==> src/rtl/breath_pkg.sv <==
// Shared encodings for the multi-channel breathing LED driver.
// Mode values match the 2-bit per-channel mode field.
package breath_pkg;

  typedef enum logic [1:0] {
    MODE_OFF    = 2'b00,
    MODE_ON     = 2'b01,
    MODE_BREATH = 2'b10,
    MODE_BLINK  = 2'b11
  } mode_e;

  typedef enum logic [1:0] {
    UP      = 2'b00,
    HOLD_HI = 2'b01,
    DOWN    = 2'b10,
    HOLD_LO = 2'b11
  } ramp_state_e;

endpackage

==> src/rtl/pwm_channel.sv <==
// One LED channel: picks its duty from the shared ramp, latches it at period
// start and drives a registered PWM output.
module pwm_channel
  import breath_pkg::*;
#(
  parameter int PWM_MAX    = 3464,
  parameter bit ACTIVE_LOW = 1'b1,
  parameter int LW         = $clog2(PWM_MAX + 1)
) (
  input  logic          clk,
  input  logic          rst_n,
  input  logic          en,
  input  logic [1:0]    mode,
  input  logic          phase_inv,
  input  logic [LW-1:0] level,
  input  ramp_state_e   state,
  input  logic [LW-1:0] pwm_cnt,
  output logic          led
);

  localparam logic [LW-1:0] FULL = LW'(PWM_MAX);

  logic [LW-1:0] duty_sel;
  logic [LW-1:0] duty_q;
  logic [LW-1:0] duty_eff;
  logic          blink_on;

  always_comb begin
    blink_on = ((state == UP) || (state == HOLD_HI)) ^ phase_inv;
    duty_sel = '0;
    case (mode_e'(mode))
      MODE_OFF:    duty_sel = '0;
      MODE_ON:     duty_sel = FULL;
      MODE_BREATH: duty_sel = phase_inv ? (FULL - level) : level;
      MODE_BLINK:  duty_sel = blink_on ? FULL : '0;
      default:     duty_sel = '0;
    endcase
  end

  // The first count of a period already compares against the freshly chosen duty.
  assign duty_eff = (pwm_cnt == '0) ? duty_sel : duty_q;

  always_ff @(posedge clk) begin
    if (!rst_n) begin
      duty_q <= '0;
      led    <= ACTIVE_LOW;
    end else if (en) begin
      if (pwm_cnt == '0) duty_q <= duty_sel;
      led <= (pwm_cnt < duty_eff) ^ ACTIVE_LOW;
    end else begin
      led <= ACTIVE_LOW;
    end
  end

endmodule

==> src/rtl/breath_led_multi.sv <==
// Multi-channel breathing LED driver: a shared triangle ramp engine plus CH
// independent PWM channels.
module breath_led_multi
  import breath_pkg::*;
#(
  parameter int CH         = 4,
  parameter int PWM_MAX    = 3464,
  parameter int RAMP_STEP  = 1,
  parameter int HOLD       = 0,
  parameter bit ACTIVE_LOW = 1'b1
) (
  input  logic                             clk,
  input  logic                             rst_n,
  input  logic                             en,
  input  logic [2*CH-1:0]                  mode,
  input  logic [CH-1:0]                    phase_inv,
  output logic [CH-1:0]                    led,
  output logic [$clog2(PWM_MAX+1)-1:0]     level,
  output logic                             peak_pulse,
  output logic                             trough_pulse
);

  localparam int LW  = $clog2(PWM_MAX + 1);
  localparam int HCW = (HOLD > 1) ? $clog2(HOLD) : 1;

  localparam logic [LW:0]    STEP_W    = (LW+1)'(RAMP_STEP);
  localparam logic [LW:0]    FULL_W    = (LW+1)'(PWM_MAX);
  localparam logic [LW-1:0]  FULL      = LW'(PWM_MAX);
  localparam logic [LW-1:0]  CNT_LAST  = LW'(PWM_MAX - 1);
  localparam logic [HCW-1:0] HOLD_LAST = HCW'((HOLD > 0) ? HOLD - 1 : 0);

  logic [LW-1:0]  pwm_cnt;
  logic [HCW-1:0] hold_cnt;
  ramp_state_e    state;
  logic [LW:0]    up_sum;
  logic [LW-1:0]  up_next;
  logic [LW-1:0]  down_next;
  logic           tick;

  // Saturating ramp arithmetic, computed one bit wider so the sum cannot wrap.
  always_comb begin
    up_sum    = {1'b0, level} + STEP_W;
    up_next   = (up_sum >= FULL_W) ? FULL : up_sum[LW-1:0];
    down_next = ({1'b0, level} > STEP_W) ? (level - STEP_W[LW-1:0]) : '0;
    tick      = en && (pwm_cnt == CNT_LAST);
  end

  always_ff @(posedge clk) begin
    if (!rst_n) begin
      pwm_cnt      <= '0;
      level        <= '0;
      state        <= UP;
      hold_cnt     <= '0;
      peak_pulse   <= 1'b0;
      trough_pulse <= 1'b0;
    end else begin
      peak_pulse   <= 1'b0;
      trough_pulse <= 1'b0;
      if (en) pwm_cnt <= tick ? '0 : pwm_cnt + 1'b1;
      if (tick) begin
        case (state)
          UP: begin
            level <= up_next;
            if (up_next == FULL) begin
              peak_pulse <= 1'b1;
              hold_cnt   <= '0;
              state      <= (HOLD == 0) ? DOWN : HOLD_HI;
            end
          end
          HOLD_HI: begin
            if (hold_cnt == HOLD_LAST) begin
              hold_cnt <= '0;
              state    <= DOWN;
            end else begin
              hold_cnt <= hold_cnt + 1'b1;
            end
          end
          DOWN: begin
            level <= down_next;
            if (down_next == '0) begin
              trough_pulse <= 1'b1;
              hold_cnt     <= '0;
              state        <= (HOLD == 0) ? UP : HOLD_LO;
            end
          end
          HOLD_LO: begin
            if (hold_cnt == HOLD_LAST) begin
              hold_cnt <= '0;
              state    <= UP;
            end else begin
              hold_cnt <= hold_cnt + 1'b1;
            end
          end
          default: state <= UP;
        endcase
      end
    end
  end

  for (genvar i = 0; i < CH; i++) begin : g_ch
    pwm_channel #(
      .PWM_MAX    (PWM_MAX),
      .ACTIVE_LOW (ACTIVE_LOW),
      .LW         (LW)
    ) u_ch (
      .clk       (clk),
      .rst_n     (rst_n),
      .en        (en),
      .mode      (mode[2*i +: 2]),
      .phase_inv (phase_inv[i]),
      .level     (level),
      .state     (state),
      .pwm_cnt   (pwm_cnt),
      .led       (led[i])
    );
  end

endmodule
==> config.mk <==
export PLATFORM = sky130hd
export DESIGN_NAME = breath_led_multi
export DESIGN_NICKNAME = d
export VERILOG_FILES = /design/src/rtl/breath_pkg.sv /design/src/rtl/pwm_channel.sv /design/src/rtl/breath_led_multi.sv
export SDC_FILE = /design/constraint.sdc
export NUM_CORES = 1
export LEC_CHECK = 0
export ABC_AREA = 1
export CAP_MARGIN = 25
export CELL_PAD_IN_SITES_DETAIL_PLACEMENT = 0
export CELL_PAD_IN_SITES_GLOBAL_PLACEMENT = 2
export CORE_MARGIN = 5
export CORE_UTILIZATION = 36
export DETAILED_ROUTE_END_ITERATION = 10
export GPL_TIMING_DRIVEN = 0
export HOLD_SLACK_MARGIN = 0.06
export PLACE_DENSITY_LB_ADDON = 0.15
export SLEW_MARGIN = 10
export SYNTH_ARGS = -nofsm -noshare
export SYNTH_HDL_FRONTEND = slang
export SYNTH_SLANG_ARGS = --single-unit
export TNS_END_PERCENT = 20
==> constraint.sdc <==
create_clock -name clk -period 3.46 [get_ports clk]
set_input_delay 0.865 -clock clk [delete_from_list [all_inputs] [get_ports clk]]
set_output_delay 0.865 -clock clk [all_outputs]
set_load 0.03 [all_outputs]
==> run summary <==
DRC: 0
Synthesized Nets: 1,052
Routed vias/inst: 5.16
Worst r2r path cells: 14
Fmax: 308 MHz
TritonCTS buffer count: 9
Avg Cell Area, Syn: 6.20 µm²
WS Path Type: in2reg
CTS tree: done
H-tree levels: 3
Setup violations, final: 0
Final clock skew: 0.0149 ns
Clk sink count: 79
Final nets: 1,090
Initial Util: 36.8%
Initial antenna violation count: 0
Overall power: 2.44 mW
Synth Register Bits: 79
Req. time, crit path: 3.68 ns
Die height: 140 µm
Avg WL per Cell: 18.1 µm
Final Critical Period: 3.25 ns
R2R Path Start: pwm_cnt[1]
Share of the synthesized area in the top cell type: 25.8%
Worst endpoint data arrival time: 3.47 ns
Final Cycle Share: 94.0%
Sequential area share after synthesis: 25.8%
Cell taking the most area after synthesis: dfxtp_1
Met2 Track Usage GR: 36.2%
Pwr dens: 350 nW/µm²
Layout cell share with drive strength beyond 1: 7.09%
Antenna Violating Nets Remaining: 0
First-pass GRT wire length: 34.7 mm
Core footprint: 16,600 µm²
Critical path endpoint: g_ch[2].u_ch.led
Fillers: 1,850
Commonest non-fill, non-tap cell in the layout: nand2_1
Slowest-stage cell, CP: clkdlybuf4s50_1
Worst-Margin Slew: 0.614 ns
HPWL after DPL: 17.7 mm
Syn Std Cell Area: 6120 µm²
Most frequent cells in the layout: 318 x nand2_1, 90 x inv_1, 89 x o21ai_0
Die X-Extent: 140 µm
Grt total ovfl: 0
Worst Setup Start Kind: primary input
Max VDD drop: 0.229 mV
DR vias: 6,448
R2R setup slack: 0.30 ns
Global Route Usage Sum: 22.7%
Syn Inst Count: 987
Worst slew margin: 59.0%
Area Growth Syn to Fin: 13.9%
1st-pass router iterations: 5
Min-delay worst type: reg2reg
CTS Hold Bufs: 0
Hold path startpoint: g_ch[0].u_ch.duty_q[11]
Worst-Skew Late Latency: 0.36 ns
Ant diodes: 0
Clk buf depth: 2
Lkg Pwr: 3.24 nW
Crit path max fanout: 6
End of the worst register-to-register path: g_ch[0].u_ch.led
Final Max Tran Viols: 0
GRT Max-Usage Layer: met2
Port Buffer Count: 27
Total of max-cap violations: 0
CP Capture Type: register
Die area: 19,700 µm²
Placer Congestion: 0.890
# IOs: 33
Setup Fix Bufs, Post-CTS: 0
Clk root buf: clkbuf_16
Synth unique cells: 38
Met1 Usage GRT: 31.3%
Cell breakdown of the critical path: clkdlybuf4s50_1, inv_1, nor2_2, inv_1, nor2_1, nand3_1, o21ai_0, inv_1, ha_1, nand2_1, inv_1, o21ai_0, nand2_1, a21oi_1, nand3_1
Final Hold Fails: 0
Clock-pin slew on the worst setup and hold paths: 0.07 ns
Top cell by count, worst path: inv_1
Met3 Track Usage GR: 3.92%
Worst Hold Slack: 0.448 ns
RSZ-0062 raised after global routing: no
Syn. warnings: 0
Vias in the first global route: 6,131
Status: finished, final reports clean
CP Launch Point: mode[5]
Iter 0 DRT Violations: 460
Synth area leaders: dfxtp_1 26%, nand2_1 19%, ha_1 10%
Pin count of the biggest net entering global routing: 13
Drt total wl: 22.6 mm
FP Rows: 47
Slowest stage delay, CP: 0.45 ns
## Yosys cell counts
cell type and instances:
nor2_2 5, or2_1 1, xor2_1 11, nand3b_1 2, a22oi_1 6, nand4_1 10
nor3_1 14, o21ai_0 89, inv_1 90, nand3_1 74, inv_2 6, nor2_1 59
clkinv_1 4, nor4_1 4, nand2_1 318, a21oi_2 1, nor3_2 2, o21a_1 3
or2_2 14, nand3_2 1, nand2_2 4, buf_4 7, o21ai_1 8, a31oi_1 2
a22o_1 4, xnor2_1 2, o31ai_1 1, buf_1 4, o211ai_1 15, o22ai_1 4
clkbuf_2 1, buf_6 2, dfxtp_1 79, a21oi_1 61, nor3b_1 2, buf_2 13
clkbuf_1 14, ha_1 50
## final cells by class
type	instances	area, µm²	share of cell area [%]
Sequential cell	79	1580	22.7
Timing Repair Buffer	27	270	3.88
Inverter	100	375	5.39
Clock buffer	13	250	3.59
Buffer	41	213	3.05
Clock inverter	3	42.5	0.610
Tap cell	220	275	3.95
Multi-Input combinational cell	767	3960	56.8
## worst max-delay path, delay by kind of cell
kind	cells	cell delay (ns)
AND/OR/NAND/NOR	6	1.09
buffers and inverters	5	0.82
AO/OA/AOI/OAI	3	0.40
adder cells (fa/ha/maj)	1	0.29
## logic make-up (layout without fill, tap and decap cells)
family	Yosys count	after routing	synth area share, %
buffers and inverters	141	184	9.61
and+or+nand+nor	510	510	35.2
DFF	79	79	25.8
AOI/OAI and AO/OA	194	194	17.3
xor gates and xnor gates	13	13	1.86
adders and majority gates	50	50	10.2
## stage by stage
stage          setup WS [ns]  setup TNS, ns  instance area (µm²)  instances  util, %
6_report               0.209              0                 6970       1250     41.9
5_1_grt               0.0245              0                 6970       1250     41.9
4_1_cts               0.0993              0                 6960       1250     41.8
3_5_place_dp          -0.456          -1.11                 6670       1234     40.1
3_3_place_gp          -0.409          -1.11                 6670       1234     40.1
2_1_floorplan          0.850              0                 6120        987        -
## sequential cells by signal, indices dropped and copies added, names as in the netlist
| name | cells |
|---|---|
| g_ch.u_ch.led | 4 |
| state | 1 |
| g_ch.u_ch.duty_q | 48 |
| pwm_cnt | 12 |
| trough_pulse | 1 |
| level | 12 |
| peak_pulse | 1 |
## how the worst min path moves through the flow
stage / cells after the start / to / slack [ns]
5_1_grt: 2 / g_ch[0].u_ch.duty_q[10] / 0.47
3_3_place_gp: 2 / g_ch[1].u_ch.duty_q[8] / 0.43
2_1_floorplan: 2 / g_ch[2].u_ch.duty_q[8] / 0.42
6_report: 2 / g_ch[0].u_ch.duty_q[11] / 0.45
3_5_place_dp: 2 / g_ch[1].u_ch.duty_q[11] / 0.44
4_1_cts: 2 / g_ch[2].u_ch.duty_q[11] / 0.45
## timing repair
item | 4_1_cts | 5_1_grt
resized for setup | 1 | 3
hold endpoints to repair | 0 | 0
endpoints found under the setup margin | 1 | 3
cloned | 0 | 0
## where the power goes
group / switching (mW) / internal (mW) / total (mW)
Combinational: 0.322 / 0.151 / 0.473
Clock: 0.424 / 0.580 / 1.00
Sequential: 0.0187 / 0.947 / 0.965
## per-layer routing
layer	share of wire, %	routed length (µm)	vias up
met2	45	10100	156
met3	5.4	1210	29
li1	-	-	3318
met4	2.5	558	0
met1	47	10700	2945
met5	0	0	-
(Power assumes the default switching activity.)
